$ cat src/rtl/bcd_stopwatch_ctrl_pkg.sv
// Shared types and sizing for the BCD stopwatch controller.
package bcd_stopwatch_ctrl_pkg;

  localparam int unsigned DIGIT_W      = 4;
  localparam int unsigned NUM_DIGITS   = 4;
  localparam int unsigned DISP_W       = DIGIT_W * NUM_DIGITS;
  localparam int unsigned TICK_DIV_DEF = 4;

  typedef enum logic [1:0] {
    ST_IDLE  = 2'd0,
    ST_RUN   = 2'd1,
    ST_PAUSE = 2'd2,
    ST_LAP   = 2'd3
  } state_e;

endpackage

$ cat src/rtl/bcd_stopwatch_ctrl_if.sv
// Command pulses and display/status bundle between a host and the stopwatch.
interface bcd_stopwatch_ctrl_if;
  import bcd_stopwatch_ctrl_pkg::*;

  logic              start_stop;
  logic              lap;
  logic              clear;
  logic [DISP_W-1:0] disp;
  logic              running;
  logic              lap_hold;
  logic              ovf;

  modport master (
    output start_stop, lap, clear,
    input  disp, running, lap_hold, ovf
  );

  modport slave (
    input  start_stop, lap, clear,
    output disp, running, lap_hold, ovf
  );
endinterface

$ cat src/rtl/bcd_digit.sv
// One mod-10 BCD counter digit; carry fires combinationally on inc at 9.
module bcd_digit
  import bcd_stopwatch_ctrl_pkg::*;
(
  input  logic               clk,
  input  logic               reset,
  input  logic               clr,
  input  logic               inc,
  output logic [DIGIT_W-1:0] q,
  output logic               carry
);

  localparam logic [DIGIT_W-1:0] DIGIT_MAX = DIGIT_W'(9);

  // Any out-of-range code folds back to 0 so a digit never exceeds 9.
  always_ff @(posedge clk) begin
    if (reset) begin
      q <= '0;
    end else if (clr) begin
      q <= '0;
    end else if (inc) begin
      q <= (q >= DIGIT_MAX) ? '0 : q + DIGIT_W'(1);
    end
  end

  assign carry = inc && (q >= DIGIT_MAX);

endmodule

$ cat src/rtl/bcd_stopwatch_ctrl.sv
// Four-digit BCD stopwatch: start/pause/resume, lap freeze, clear, sticky wrap flag.
module bcd_stopwatch_ctrl
  import bcd_stopwatch_ctrl_pkg::*;
#(
  parameter int unsigned TICK_DIV = TICK_DIV_DEF
) (
  input  logic                 clk,
  input  logic                 reset,
  bcd_stopwatch_ctrl_if.slave  bus
);

  localparam int unsigned      PRESC_W   = (TICK_DIV > 2) ? $clog2(TICK_DIV) : 1;
  localparam logic [PRESC_W-1:0] PRESC_MAX = PRESC_W'(TICK_DIV - 1);

  state_e              state_q;
  state_e              state_d;
  logic [PRESC_W-1:0]  presc_q;
  logic [DISP_W-1:0]   count;
  logic [DISP_W-1:0]   snap_q;
  logic [NUM_DIGITS:0] carry;
  logic                ovf_q;
  logic                active;
  logic                tick;
  logic                take_lap;
  logic                restart;

  assign active   = (state_q == ST_RUN) || (state_q == ST_LAP);
  assign tick     = active && (presc_q == PRESC_MAX);
  assign take_lap = bus.lap && !bus.clear && !bus.start_stop && (state_q == ST_RUN);
  assign restart  = bus.start_stop && (state_q == ST_IDLE);

  // State register
  always_ff @(posedge clk) begin
    if (reset) begin
      state_q <= ST_IDLE;
    end else begin
      state_q <= state_d;
    end
  end

  // Next state: clear beats start_stop beats lap
  always_comb begin
    state_d = state_q;
    if (bus.clear) begin
      state_d = ST_IDLE;
    end else if (bus.start_stop) begin
      case (state_q)
        ST_IDLE:  state_d = ST_RUN;
        ST_RUN:   state_d = ST_PAUSE;
        ST_PAUSE: state_d = ST_RUN;
        ST_LAP:   state_d = ST_PAUSE;
        default:  state_d = ST_IDLE;
      endcase
    end else if (bus.lap) begin
      case (state_q)
        ST_RUN:  state_d = ST_LAP;
        ST_LAP:  state_d = ST_RUN;
        default: state_d = state_q;
      endcase
    end
  end

  // Prescaler advances from the pre-transition state; a pause keeps its phase.
  always_ff @(posedge clk) begin
    if (reset) begin
      presc_q <= '0;
    end else if (bus.clear || restart) begin
      presc_q <= '0;
    end else if (active) begin
      presc_q <= tick ? '0 : presc_q + PRESC_W'(1);
    end
  end

  always_ff @(posedge clk) begin
    if (reset) begin
      snap_q <= '0;
    end else if (bus.clear) begin
      snap_q <= '0;
    end else if (take_lap) begin
      snap_q <= count;
    end
  end

  always_ff @(posedge clk) begin
    if (reset) begin
      ovf_q <= 1'b0;
    end else if (bus.clear) begin
      ovf_q <= 1'b0;
    end else if (carry[NUM_DIGITS]) begin
      ovf_q <= 1'b1;
    end
  end

  assign carry[0] = tick;

  for (genvar i = 0; i < NUM_DIGITS; i++) begin : g_digit
    bcd_digit u_digit (
      .clk   (clk),
      .reset (reset),
      .clr   (bus.clear),
      .inc   (carry[i]),
      .q     (count[i*DIGIT_W +: DIGIT_W]),
      .carry (carry[i+1])
    );
  end

  assign bus.disp     = (state_q == ST_LAP) ? snap_q : count;
  assign bus.running  = active;
  assign bus.lap_hold = (state_q == ST_LAP);
  assign bus.ovf      = ovf_q;

endmodule

$ cat src/flat_wrapper.sv
// flat-port wrapper written by rule: the top's interface ports become plain ports
module bcd_stopwatch_ctrl_flat import bcd_stopwatch_ctrl_pkg::*;
#(
  parameter int unsigned TICK_DIV = TICK_DIV_DEF
)
  (clk, reset, bus_start_stop, bus_lap, bus_clear, bus_disp, bus_running, bus_lap_hold, bus_ovf);
  bcd_stopwatch_ctrl_if bus_i ();
  input  logic clk;
  input  logic reset;
  input wire logic [$bits(bus_i.start_stop)-1:0] bus_start_stop;
  input wire logic [$bits(bus_i.lap)-1:0] bus_lap;
  input wire logic [$bits(bus_i.clear)-1:0] bus_clear;
  output wire logic [$bits(bus_i.disp)-1:0] bus_disp;
  output wire logic [$bits(bus_i.running)-1:0] bus_running;
  output wire logic [$bits(bus_i.lap_hold)-1:0] bus_lap_hold;
  output wire logic [$bits(bus_i.ovf)-1:0] bus_ovf;
  assign bus_i.start_stop = bus_start_stop;
  assign bus_i.lap = bus_lap;
  assign bus_i.clear = bus_clear;
  assign bus_disp = bus_i.disp;
  assign bus_running = bus_i.running;
  assign bus_lap_hold = bus_i.lap_hold;
  assign bus_ovf = bus_i.ovf;
  bcd_stopwatch_ctrl #(.TICK_DIV(TICK_DIV)) u_core (.clk(clk), .reset(reset), .bus(bus_i));
endmodule
$ cat config.mk
export PLATFORM = sky130hd
export DESIGN_NAME = bcd_stopwatch_ctrl_flat
export DESIGN_NICKNAME = d
export VERILOG_FILES = /design/src/rtl/bcd_stopwatch_ctrl_pkg.sv /design/src/rtl/bcd_stopwatch_ctrl_if.sv /design/src/rtl/bcd_digit.sv /design/src/rtl/bcd_stopwatch_ctrl.sv /design/src/flat_wrapper.sv
export SDC_FILE = /design/constraint.sdc
export NUM_CORES = 1
export LEC_CHECK = 0
export CORE_UTILIZATION = 35
export CTS_CLUSTER_DIAMETER = 80
export DETAILED_ROUTE_END_ITERATION = 7
export GPL_ROUTABILITY_DRIVEN = 1
export PLACE_DENSITY = 0.62
export RECOVER_POWER = 50
export SLEW_MARGIN = 20
export SYNTH_ARGS = -nofsm -noshare
export SYNTH_HDL_FRONTEND = slang
export SYNTH_SLANG_ARGS = --single-unit
$ cat constraint.sdc
create_clock -name clk -period 1.5 [get_ports clk]
set_input_delay 0.3 -clock clk [delete_from_list [all_inputs] [get_ports clk]]
set_output_delay 0.3 -clock clk [all_outputs]
set_load 0.03 [all_outputs]
==> impl_metrics.csv <==
group,metric,value,unit
outcome,status,"finished, violations left",
outcome,violations,"setup timing",
timing,rsz0062_at_grt,"yes",
timing,setup_ws,-0.106,ns
synthesis,ys_seq_elements,37,
critical_path,cp.arrival,1.31,ns
route,firstDrtPassIters,4,
clock_network,numCtsBuffers,5,
min_path,min_delay_path_depth,1,
route,routed_via_density,4.98,
timing,post-route-min-period,1.61,ns
synthesis,synth_area_leaders,"dfxtp_1, mux2i_1, ha_1, nor2_1, mux2_2",
clock_network,htreeDepth,2,
synthesis,yosys.area.top_type,"dfxtp_1",
synthesis,syn-mean-instance-area,8.93,sq um
min_path,worstHoldStart,"u_core.bus.ovf$_SDFFE_PP0P_",
timing,finalClockSkew,0.00554,ns
route,met1_length,2080,microns
clock_network,holdBufCountCts,0,
critical_path,reg2reg_depth,6,
floorplan,initial_core_util,0.370,
synthesis,synth_nets,232,
final_layout,area_growth,56.4,%
critical_path,cp_max_fo,8,
critical_path,path_delay_family,"flip-flops",
route,drcViolationCount,0,
global_route,antenna_found_initial,0,
clock_network,cts_buffer_depth,2,
timing,fmax,623,MHz
final_layout,drive_gt1_frac,0.478,
floorplan,fp.dieW,75.9,microns
route,met2WireLength,2570,microns
timing,worst_slew_pin_slew,0.407,ns
final_layout,antenna_cells,0,
synthesis,synth_top_area_frac,0.387,
synthesis,async_reset_ff_frac,0,
critical_path,startpoint_type,"register",
floorplan,die_y,75.9,microns
timing,hold_viol,0,
synthesis,ys_warn_count,0,
final_layout,multiInputGateArea,1410,sq um
global_route,grt_max_degree,19,
final_layout,ff_latch_area,761,sq um
clock_network,tritoncts,"done",
floorplan,ios,24,
clock_network,clock_sinks,37,
place,gp_congestion,0.759,
route,met3_length,135,microns
floorplan,placementRows,26,
floorplan,core_area,5170,sq um
timing,slew_viol_final,0,
synthesis,yosys.cell_types.count,44,
clock_network,insertion_delay,0.29,ns
critical_path,cpMaxStageDelayCell,"dfxtp_4",
power_and_ir_drop,p_leak,1.22,nW
clock_network,clk_pin_slew,0.07,ns
route,wire_per_inst,13.9,microns
min_path,hold_class,"register to register",
route,vias,1732,
global_route,grt_pass1_vias,1720,
route,drt_iter0_markers,68,
global_route,gr-total-overflow,0,
power_and_ir_drop,ir_worst_vdd,319,uV
critical_path,rrSetupSlack,-0.08,ns
route,ant_nets,0,
global_route,grt_usage,0.181,
timing,maxSlewHeadroom,0.729,
synthesis,synthCells,214,
global_route,grt_first_pass_wirelength,8230,microns
power_and_ir_drop,power.density,595,nW/um^2
critical_path,path_class,"register to primary output",
synthesis,synth_enable_flop_cells,0,
critical_path,cp_cell_sequence,"nand2_4, buf_12, mux2_4, buf_6",
power_and_ir_drop,power,1.78,mW
synthesis,synth_ff_type,"dfxtp_1",
critical_path,cp_data_required_time,1.20,ns
synthesis,syn-cell-area,1910,sq um
critical_path,endpoint_kind,"primary output",
critical_path,worst_r2r_endpoint,"u_core.g_digit[1].u_digit.q[2]$_SDFFE_PP0N_",
min_path,min_to,"u_core.bus.ovf$_SDFFE_PP0P_",
floorplan,die-area,5760,sq um
timing,fin_tns_setup,-1.45,ns
critical_path,regToRegStartpoint,"u_core.g_digit[1].u_digit.q[1]$_SDFFE_PP0N_",
critical_path,worstSetupPathDepth,4,
final_layout,final_nets,296,
critical_path,cp_num_buf_inv,2,
run,maxCapViolations,0,
clock_network,cts_root_buf,"clkbuf_8",
timing,fin_crit_sh,1.07,
place,port_buffers,23,
route,maxUsedRoutingLayer,"met4",
final_layout,n_fill_cell,460,
place,place_hpwl,3230,microns
synthesis,ys_seq_area_frac,0.387,
critical_path,cpPeakStageDelay,0.35,ns
route,drt_wl_total,4850,microns
timing,setup_viol,23,
## worst max path at each step
stage | from | end | slack (ns)
after floorplan | u_core.g_digit[1].u_digit.q[0]$_SDFFE_PP0N_ | u_core.g_digit[2].u_digit.q[2]$_SDFFE_PP0N_ | -0.08
after global placement | u_core.g_digit[1].u_digit.q[0]$_SDFFE_PP0N_ | u_core.g_digit[2].u_digit.q[2]$_SDFFE_PP0N_ | -0.18
after detailed placement | bus_lap | u_core.snap_q[3]$_SDFFE_PP0P_ | -0.22
after CTS | u_core.state_q[0]$_SDFFE_PP0P_ | bus_disp[2] | -0.13
after global routing | u_core.state_q[1]$_SDFFE_PP0P_ | bus_disp[3] | -0.15
final | u_core.state_q[0]$_SDFFE_PP0P_ | bus_disp[14] | -0.11
## registers in the layout, indices dropped and copies added, names as in the netlist
register / count
u_core.snap_q: 16
u_core.presc_q: 2
u_core.bus.ovf: 1
u_core.g_digit.u_digit.q: 16
u_core.state_q: 2
## cell families (layout without fill, tap and decap cells)
group / count (synthesis) / after routing / synth area share
AOI/OAI and AO/OA: 34 / 34 / 0.110
and+or+nand+nor: 81 / 82 / 0.219
muxes: 24 / 24 / 0.130
adders and majority gates: 13 / 13 / 0.0851
xor gates and xnor gates: 4 / 4 / 0.0183
buffers and inverters: 21 / 84 / 0.0504
DFF: 37 / 37 / 0.387
## stage by stage
stage                      util  setup WS, ns  hold WS (ns)  instances  instance area (sq um)
after floorplan               -       -0.0849         0.437        214                   2060
after detailed placement  0.498        -0.221         0.457        333                   2580
after CTS                 0.561        -0.131         0.470        347                   2900
after global routing      0.578        -0.148         0.490        348                   2990
final                     0.578        -0.106         0.464        348                   2990
after global placement    0.498        -0.184         0.454        333                   2580
## routing by layer
| metal | up-vias | GRT usage |
|---|---|---|
| li1 | 870 | - |
| met1 | 828 | 0.211 |
| met2 | 27 | 0.325 |
| met3 | 7 | 0.0422 |
| met4 | 0 | 0.0577 |
| met5 | - | 0 |
## repair_timing
item                       in CTS  in global routing
resized for setup              50                 24
cloned                          1                  0
pin swaps                      12                 12
setup buffers                   6                  1
setup endpoints to repair      30                 33
## where the power goes
group          total [mW]  switching, mW  internal, mW  leakage, nW
combinational      0.0821         0.0449        0.0372        0.868
clock               0.718          0.353         0.365       0.0443
sequential          0.980        0.00231         0.978        0.303
total                1.78          0.400          1.38         1.22
## Yosys cell counts, types with 3 or more instances
library cell / number
xnor2_1: 3
nand2_1: 19
o21ai_0: 13
dfxtp_1: 37
a21oi_1: 10
mux2_2: 7
nor2_1: 27
nand3_1: 5
inv_1: 10
mux2i_1: 17
clkbuf_1: 6
nand3b_1: 4
nor3_1: 6
ha_1: 13
## layout by cell type (no fill, tap or decap), types with 6 or more instances in the layout
| cell type | n |
|---|---|
| buf_4 | 37 |
| dfxtp_1 | 29 |
| nor2_1 | 27 |
| buf_6 | 18 |
| mux2i_1 | 17 |
| nand2_2 | 10 |
| o21ai_4 | 8 |
| nand2_1 | 8 |
| ha_1 | 8 |
| mux2_4 | 7 |
| a21oi_1 | 7 |
| clkbuf_8 | 6 |
## layout make-up
cell class,count,area share
Multi-Input combinational cell,157,0.470
Sequential cell,37,0.254
Timing Repair Buffer,66,0.200
Tap cell,70,0.0293
Clock buffer,7,0.0289
Inverter,11,0.0176
No activity file was read; power rests on OpenSTA's default activity.
